--- config.mk ---
export PLATFORM = sky130hd
export DESIGN_NAME = parking_event_encoder
export DESIGN_NICKNAME = d
export VERILOG_FILES = /design/src/rtl/parking_pkg.sv /design/src/rtl/parking_debounce.sv /design/src/rtl/parking_event_encoder.sv
export SDC_FILE = /design/constraint.sdc
export NUM_CORES = 1
export LEC_CHECK = 0
export BUFFER_PORTS_ARGS = -buffer_cell sky130_fd_sc_hd__buf_2
export CELL_PAD_IN_SITES_DETAIL_PLACEMENT = 1
export CELL_PAD_IN_SITES_GLOBAL_PLACEMENT = 1
export CORE_ASPECT_RATIO = 0.8
export CORE_UTILIZATION = 51
export CTS_BUF_LIST = sky130_fd_sc_hd__clkbuf_8
export DETAILED_ROUTE_END_ITERATION = 8
export PLACE_DENSITY = 0.88
export SYNTH_ARGS = -nofsm -noshare
export SYNTH_HDL_FRONTEND = slang
export SYNTH_SLANG_ARGS = --single-unit
--- constraint.sdc ---
create_clock -name clk -period 4.25 [get_ports clk]
set_input_delay 0.6375 -clock clk [delete_from_list [all_inputs] [get_ports clk]]
set_output_delay 0.6375 -clock clk [all_outputs]
set_load 0.005 [all_outputs]
--- src/rtl/parking_pkg.sv ---
// Shared slot sizing, encoder state encoding and exit-slot picker
// for the parking sensor front-end.
package parking_pkg;
    localparam int SLOT_COUNT = 4;
    localparam int SLOT_IDX_W = 2;

    typedef enum logic [1:0] {
        IDLE = 2'd0,
        REQ  = 2'd1,
        GAP  = 2'd2
    } enc_state_t;

    // First set bit of pend, searching upward from start with wrap-around.
    function automatic logic [SLOT_IDX_W-1:0] pick_slot(
        input logic [SLOT_COUNT-1:0] pend,
        input logic [SLOT_IDX_W-1:0] start
    );
        logic [SLOT_IDX_W-1:0] idx;
        logic [SLOT_IDX_W-1:0] sel;
        logic                  found;
        sel   = start;
        found = 1'b0;
        for (int k = 0; k < SLOT_COUNT; k++) begin
            idx = start + SLOT_IDX_W'(k);
            if (!found && pend[idx]) begin
                sel   = idx;
                found = 1'b1;
            end
        end
        return sel;
    endfunction
endpackage

--- src/rtl/parking_debounce.sv ---
// Two-flop synchroniser followed by a run-length debouncer; the level
// flips after DEBOUNCE_CYCLES consecutive samples that disagree with it.
module parking_debounce
    import parking_pkg::*;
#(
    parameter int DEBOUNCE_CYCLES = 4
) (
    input  logic clk,
    input  logic reset,
    input  logic raw,
    output logic level
);
    localparam int CW = $clog2(DEBOUNCE_CYCLES + 1);
    localparam logic [CW-1:0] LAST = CW'(DEBOUNCE_CYCLES - 1);

    logic          sync1;
    logic          sync2;
    logic [CW-1:0] cnt;

    always_ff @(posedge clk or posedge reset) begin
        if (reset) begin
            sync1 <= 1'b0;
            sync2 <= 1'b0;
            cnt   <= '0;
            level <= 1'b0;
        end else begin
            sync1 <= raw;
            sync2 <= sync1;
            if (sync2 == level) begin
                cnt <= '0;
            end else if (cnt == LAST) begin
                cnt   <= '0;
                level <= sync2;
            end else begin
                cnt <= cnt + CW'(1);
            end
        end
    end
endmodule

--- src/rtl/parking_event_encoder.sv ---
// Debounces entry/exit detectors, queues events and serialises them as
// held requests to the occupancy FSM. Build option: PARKING_EXIT_RR_EN.
module parking_event_encoder
    import parking_pkg::*;
#(
    parameter int DEBOUNCE_CYCLES = 4,
    parameter int ACK_TIMEOUT     = 8,
    parameter int GAP_CYCLES      = 1
) (
    input  logic                  clk,
    input  logic                  reset,
    input  logic                  entry_loop_raw,
    input  logic [SLOT_COUNT-1:0] exit_req_raw,
    input  logic                  door_open,
    output logic                  entry_sensor,
    output logic                  exit_sensor,
    output logic [SLOT_IDX_W-1:0] exit_location,
    output logic                  busy,
    output logic                  reject,
    output logic                  overflow
);
    localparam int SRC_N = SLOT_COUNT + 1;
    localparam int ENTRY = SLOT_COUNT;
    localparam int TW = $clog2(ACK_TIMEOUT + 1);
    localparam int GW = $clog2(GAP_CYCLES + 1);
    localparam logic [TW-1:0] T_LAST = TW'(ACK_TIMEOUT - 1);
    localparam logic [GW-1:0] G_LAST = GW'(GAP_CYCLES - 1);

    logic [SRC_N-1:0] raw_vec;
    logic [SRC_N-1:0] lvl;
    logic [SRC_N-1:0] lvl_q;
    logic [SRC_N-1:0] rise;
    logic [SRC_N-1:0] pend;
    logic [SRC_N-1:0] sel;
    logic [SRC_N-1:0] sel_n;
    logic [SRC_N-1:0] clear;
    logic [SRC_N-1:0] in_service;

    enc_state_t state;
    enc_state_t state_n;
    logic [TW-1:0] timer;
    logic [TW-1:0] timer_n;
    logic [GW-1:0] gap_cnt;
    logic [GW-1:0] gap_n;

    logic                  entry_n;
    logic                  exit_n;
    logic [SLOT_IDX_W-1:0] loc_n;
    logic                  reject_n;
    logic [SLOT_IDX_W-1:0] search_start;
    logic [SLOT_IDX_W-1:0] pick;

    assign raw_vec = {entry_loop_raw, exit_req_raw};

    for (genvar g = 0; g < SRC_N; g++) begin : g_deb
        parking_debounce #(
            .DEBOUNCE_CYCLES(DEBOUNCE_CYCLES)
        ) u_deb (
            .clk  (clk),
            .reset(reset),
            .raw  (raw_vec[g]),
            .level(lvl[g])
        );
    end

    assign rise       = lvl & ~lvl_q;
    assign in_service = (state == REQ) ? sel : '0;
    assign busy       = (state != IDLE) || (|pend);
    assign pick       = pick_slot(pend[SLOT_COUNT-1:0], search_start);

`ifdef PARKING_EXIT_RR_EN
    logic [SLOT_IDX_W-1:0] rr_ptr;

    always_ff @(posedge clk or posedge reset) begin
        if (reset) begin
            rr_ptr <= '0;
        end else if (state == IDLE && |pend[SLOT_COUNT-1:0]) begin
            rr_ptr <= pick + SLOT_IDX_W'(1);
        end
    end

    assign search_start = rr_ptr;
`else
    assign search_start = '0;
`endif

    always_comb begin
        state_n  = state;
        timer_n  = timer;
        gap_n    = gap_cnt;
        sel_n    = sel;
        entry_n  = entry_sensor;
        exit_n   = exit_sensor;
        loc_n    = exit_location;
        reject_n = 1'b0;
        clear    = '0;
        unique case (state)
            IDLE: begin
                if (|pend[SLOT_COUNT-1:0]) begin
                    state_n = REQ;
                    timer_n = '0;
                    exit_n  = 1'b1;
                    loc_n   = pick;
                    sel_n   = SRC_N'(1) << pick;
                end else if (pend[ENTRY]) begin
                    state_n = REQ;
                    timer_n = '0;
                    entry_n = 1'b1;
                    sel_n   = SRC_N'(1) << ENTRY;
                end
            end
            REQ: begin
                // Acknowledge and timeout both retire the event.
                if (door_open || timer == T_LAST) begin
                    state_n  = GAP;
                    gap_n    = '0;
                    clear    = sel;
                    reject_n = !door_open;
                    entry_n  = 1'b0;
                    exit_n   = 1'b0;
                    loc_n    = '0;
                end else begin
                    timer_n = timer + TW'(1);
                end
            end
            GAP: begin
                if (gap_cnt == G_LAST) begin
                    state_n = IDLE;
                end else begin
                    gap_n = gap_cnt + GW'(1);
                end
            end
            default: state_n = IDLE;
        endcase
    end

    always_ff @(posedge clk or posedge reset) begin
        if (reset) begin
            state         <= IDLE;
            timer         <= '0;
            gap_cnt       <= '0;
            sel           <= '0;
            pend          <= '0;
            lvl_q         <= '0;
            entry_sensor  <= 1'b0;
            exit_sensor   <= 1'b0;
            exit_location <= '0;
            reject        <= 1'b0;
            overflow      <= 1'b0;
        end else begin
            state         <= state_n;
            timer         <= timer_n;
            gap_cnt       <= gap_n;
            sel           <= sel_n;
            lvl_q         <= lvl;
            // A set in the same cycle as the clear wins.
            pend          <= (pend & ~clear) | rise;
            entry_sensor  <= entry_n;
            exit_sensor   <= exit_n;
            exit_location <= loc_n;
            reject        <= reject_n;
            overflow      <= |(rise & pend & ~in_service);
        end
    end
endmodule

==> results.yml <==
run_status:
  status: "finished, final reports clean"
die:
  core-area_um2: 4230
  rows: 21
  die_x_um: 76.8
  io_pins: 15
  start_util: 0.540
  die_area_um2: 4750
  die_height_um: 61.9
clock_tree:
  ctsResizeCount: 0
  cts_root_buf: "clkbuf_8"
  postCtsSetupBuffers: 0
  ctsLongestPathBuffers: 2
  cts-buffers-inserted: 9
  hold_buffers: 0
  cts_tree: "built"
  cts_sinks: 57
  clkSlewWorstSetupHoldPaths_ps: 70
  worstSkewPairLatency_ps: 340
  h-tree-depth: 3
finish:
  drive_above_1_share: 0.197
  final_cell_mix: "57 x dfrtp_1, 14 x buf_2, 13 x nor2b_1"
  syn_to_final_growth_pct: 14.5
  diodes: 0
  fillers: 436
  final_common_cell: "dfrtp_1"
  nets: 217
  register_area_um2: 1430
  multi_input_area_um2: 803
synthesis:
  synthCells: 180
  synth_flop_cell: "dfrtp_1"
  syn_avg_cell_area_um2: 12.7
  ys_ff_latch: 57
  synth_cell_types: 41
  synth.net_count: 194
  ys_seq_area_frac: 0.625
  synth_area_leaders: "dfrtp_1 62%, nor2b_1 3.6%, ha_1 3.3%, nor3b_1 2.6%, mux2_2 2.0%"
  yosys_warnings: 0
  synthArstFlopShare: 1.00
  synth_area_um2: 2280
  yosysTopAreaCell: "dfrtp_1"
  synth_enable_flop_cells: 0
  yosysTopAreaCellShare: 0.625
timing:
  skew_ps: 5.59
  final_max_slew_viol_count: 0
  post-route-period-util: 0.529
  post-route-min-period_ps: 2250
  setup_violations: 0
  timing.hold.ws_ps: 340
  finalHoldViolations: 0
  worstMarginPinSlew_ps: 689
  tns_ps: 0
  slew_headroom: 0.541
  rsz0062_at_grt: "no"
  max_freq_mhz: 445
route:
  drtAntennaViolNets: 0
  drtPass1Iterations: 4
  drt_iter0_drc: 82
  drt-total-wl_mm: 4.59
  via_count: 1514
  drc: 0
  wl_per_cell_um: 17.3
  viasPerCell: 5.71
global_route:
  grt_max_degree: 58
  antenna_found_initial: 0
  grt_pass1_wl_mm: 7.70
  grt_use_total: 0.230
  grt_overflow_total: 0
  grt_pass1_vias: 1577
flow_run:
  drv_cap: 0
setup_path:
  cp_data_required_time_ps: 3610
  setup.worst_path.end_class: "output pin"
  crit_arrival_ps: 1610
  crit_fanout: 9
  worstSetupPathType: "flip-flop to output pin"
  startpoint_type: "flip-flop"
placement:
  port_buffers: 14
  dp_hpwl_mm: 3.17
  gp_congestion: 0.789
worst_hold_path:
  hold_path.class: "flip-flop to flip-flop"
power_and_ir_drop:
  p_leak_nw: 1.22
  pwr_density_cell_nw_per_um2: 656
  peakVddDrop_mv: 0.312
==> state kept, by name, indices dropped and copies added (netlist names), 2 cells and up <==
| register | cells |
|---|---|
| exit_location | 2 |
| pend | 5 |
| state | 2 |
| g_deb.u_deb.cnt | 15 |
| g_deb.u_deb.level | 5 |
| timer | 4 |
| sel | 5 |
| lvl_q | 5 |
| g_deb.u_deb.sync2 | 5 |
| g_deb.u_deb.sync1 | 5 |
==> metal layers <==
metal / wire, um / GRT usage
met3: 205 / 0.0847
met1: 1940 / 0.263
met4: 104 / 0.132
met5: 0 / 0
met2: 2340 / 0.389
==> synth_stat cells (2+ instances only) <==
cell type / number
nor3b_1: 8
o21ai_0: 4
mux2_1: 2
mux2_2: 4
dfrtp_1: 57
nand2_1: 4
a31oi_1: 2
a21o_1: 4
nor2b_1: 13
xnor2_1: 5
and2_1: 2
nand3b_1: 4
a221o_1: 2
nor2_1: 9
nor3_1: 8
o211ai_1: 2
nand4b_1: 2
and3b_1: 3
inv_1: 9
o32ai_1: 2
a21oi_1: 8
a32o_1: 2
ha_1: 6
==> through the flow <==
stage	cell area [um2]	instances	utilization	power, W	setup WS, ps
floorplan	2280	180	-	0.00109	2210
global placement	2410	249	0.570	0.00116	2450
detailed placement	2410	249	0.570	0.00122	2360
CTS	2620	265	0.618	0.00174	1970
global route	2620	265	0.618	0.00183	1870
finish	2620	265	0.618	0.00172	2000
==> where the power goes <==
group | internal, W | switching, W | total (W)
Sequential | 0.000692 | 0.000137 | 0.000829
Clock | 0.000276 | 0.000229 | 0.000505
Combinational | 0.000180 | 0.000202 | 0.000382
Total | 0.00115 | 0.000568 | 0.00172
==> cell families (layout without fill, tap and decap cells) <==
family                   after synthesis  in the layout  share of synthesized area
XOR/XNOR                               5              5                     0.0192
adder cells (fa/ha/maj)                6              6                     0.0329
AND/OR/NAND/NOR                       61             61                      0.166
buffers and inverters                 12             40                     0.0236
AO/OA/AOI/OAI                         33             33                      0.104
multiplexers                           6              6                     0.0296
flip-flops                            57             57                      0.625
==> critical path, stage by stage, from the launching register on <==
cell and delay, ps:
dfrtp_1 500, nor4_2 480, nand3_1 150, buf_2 150
==> final cells by class <==
type / instances / area share
clock inverter: 7 / 0.0301
tap: 57 / 0.0273
timing repair buffer: 15 / 0.0297
inverter: 9 / 0.0129
sequential: 57 / 0.545
clock buffer: 9 / 0.0474
multi-input combinational: 111 / 0.307
==> path summary, 6_finish.rpt <==
path | cells after the start | slack [ps] | startpoint | endpoint
max in group asynchronous | 3 | 3310 | reset | g_deb[0].u_deb.sync1
worst min register to register | 0 | 340 | g_deb[2].u_deb.sync1 | g_deb[2].u_deb.sync2
min in group asynchronous | 3 | 490 | reset | g_deb[2].u_deb.sync2
worst max register to register | 3 | 2500 | pend[1] | sel[0]
worst min-delay path | 0 | 340 | g_deb[2].u_deb.sync1 | g_deb[2].u_deb.sync2
worst max-delay path | 3 | 2000 | pend[1] | busy
(Power assumes the default switching activity.)
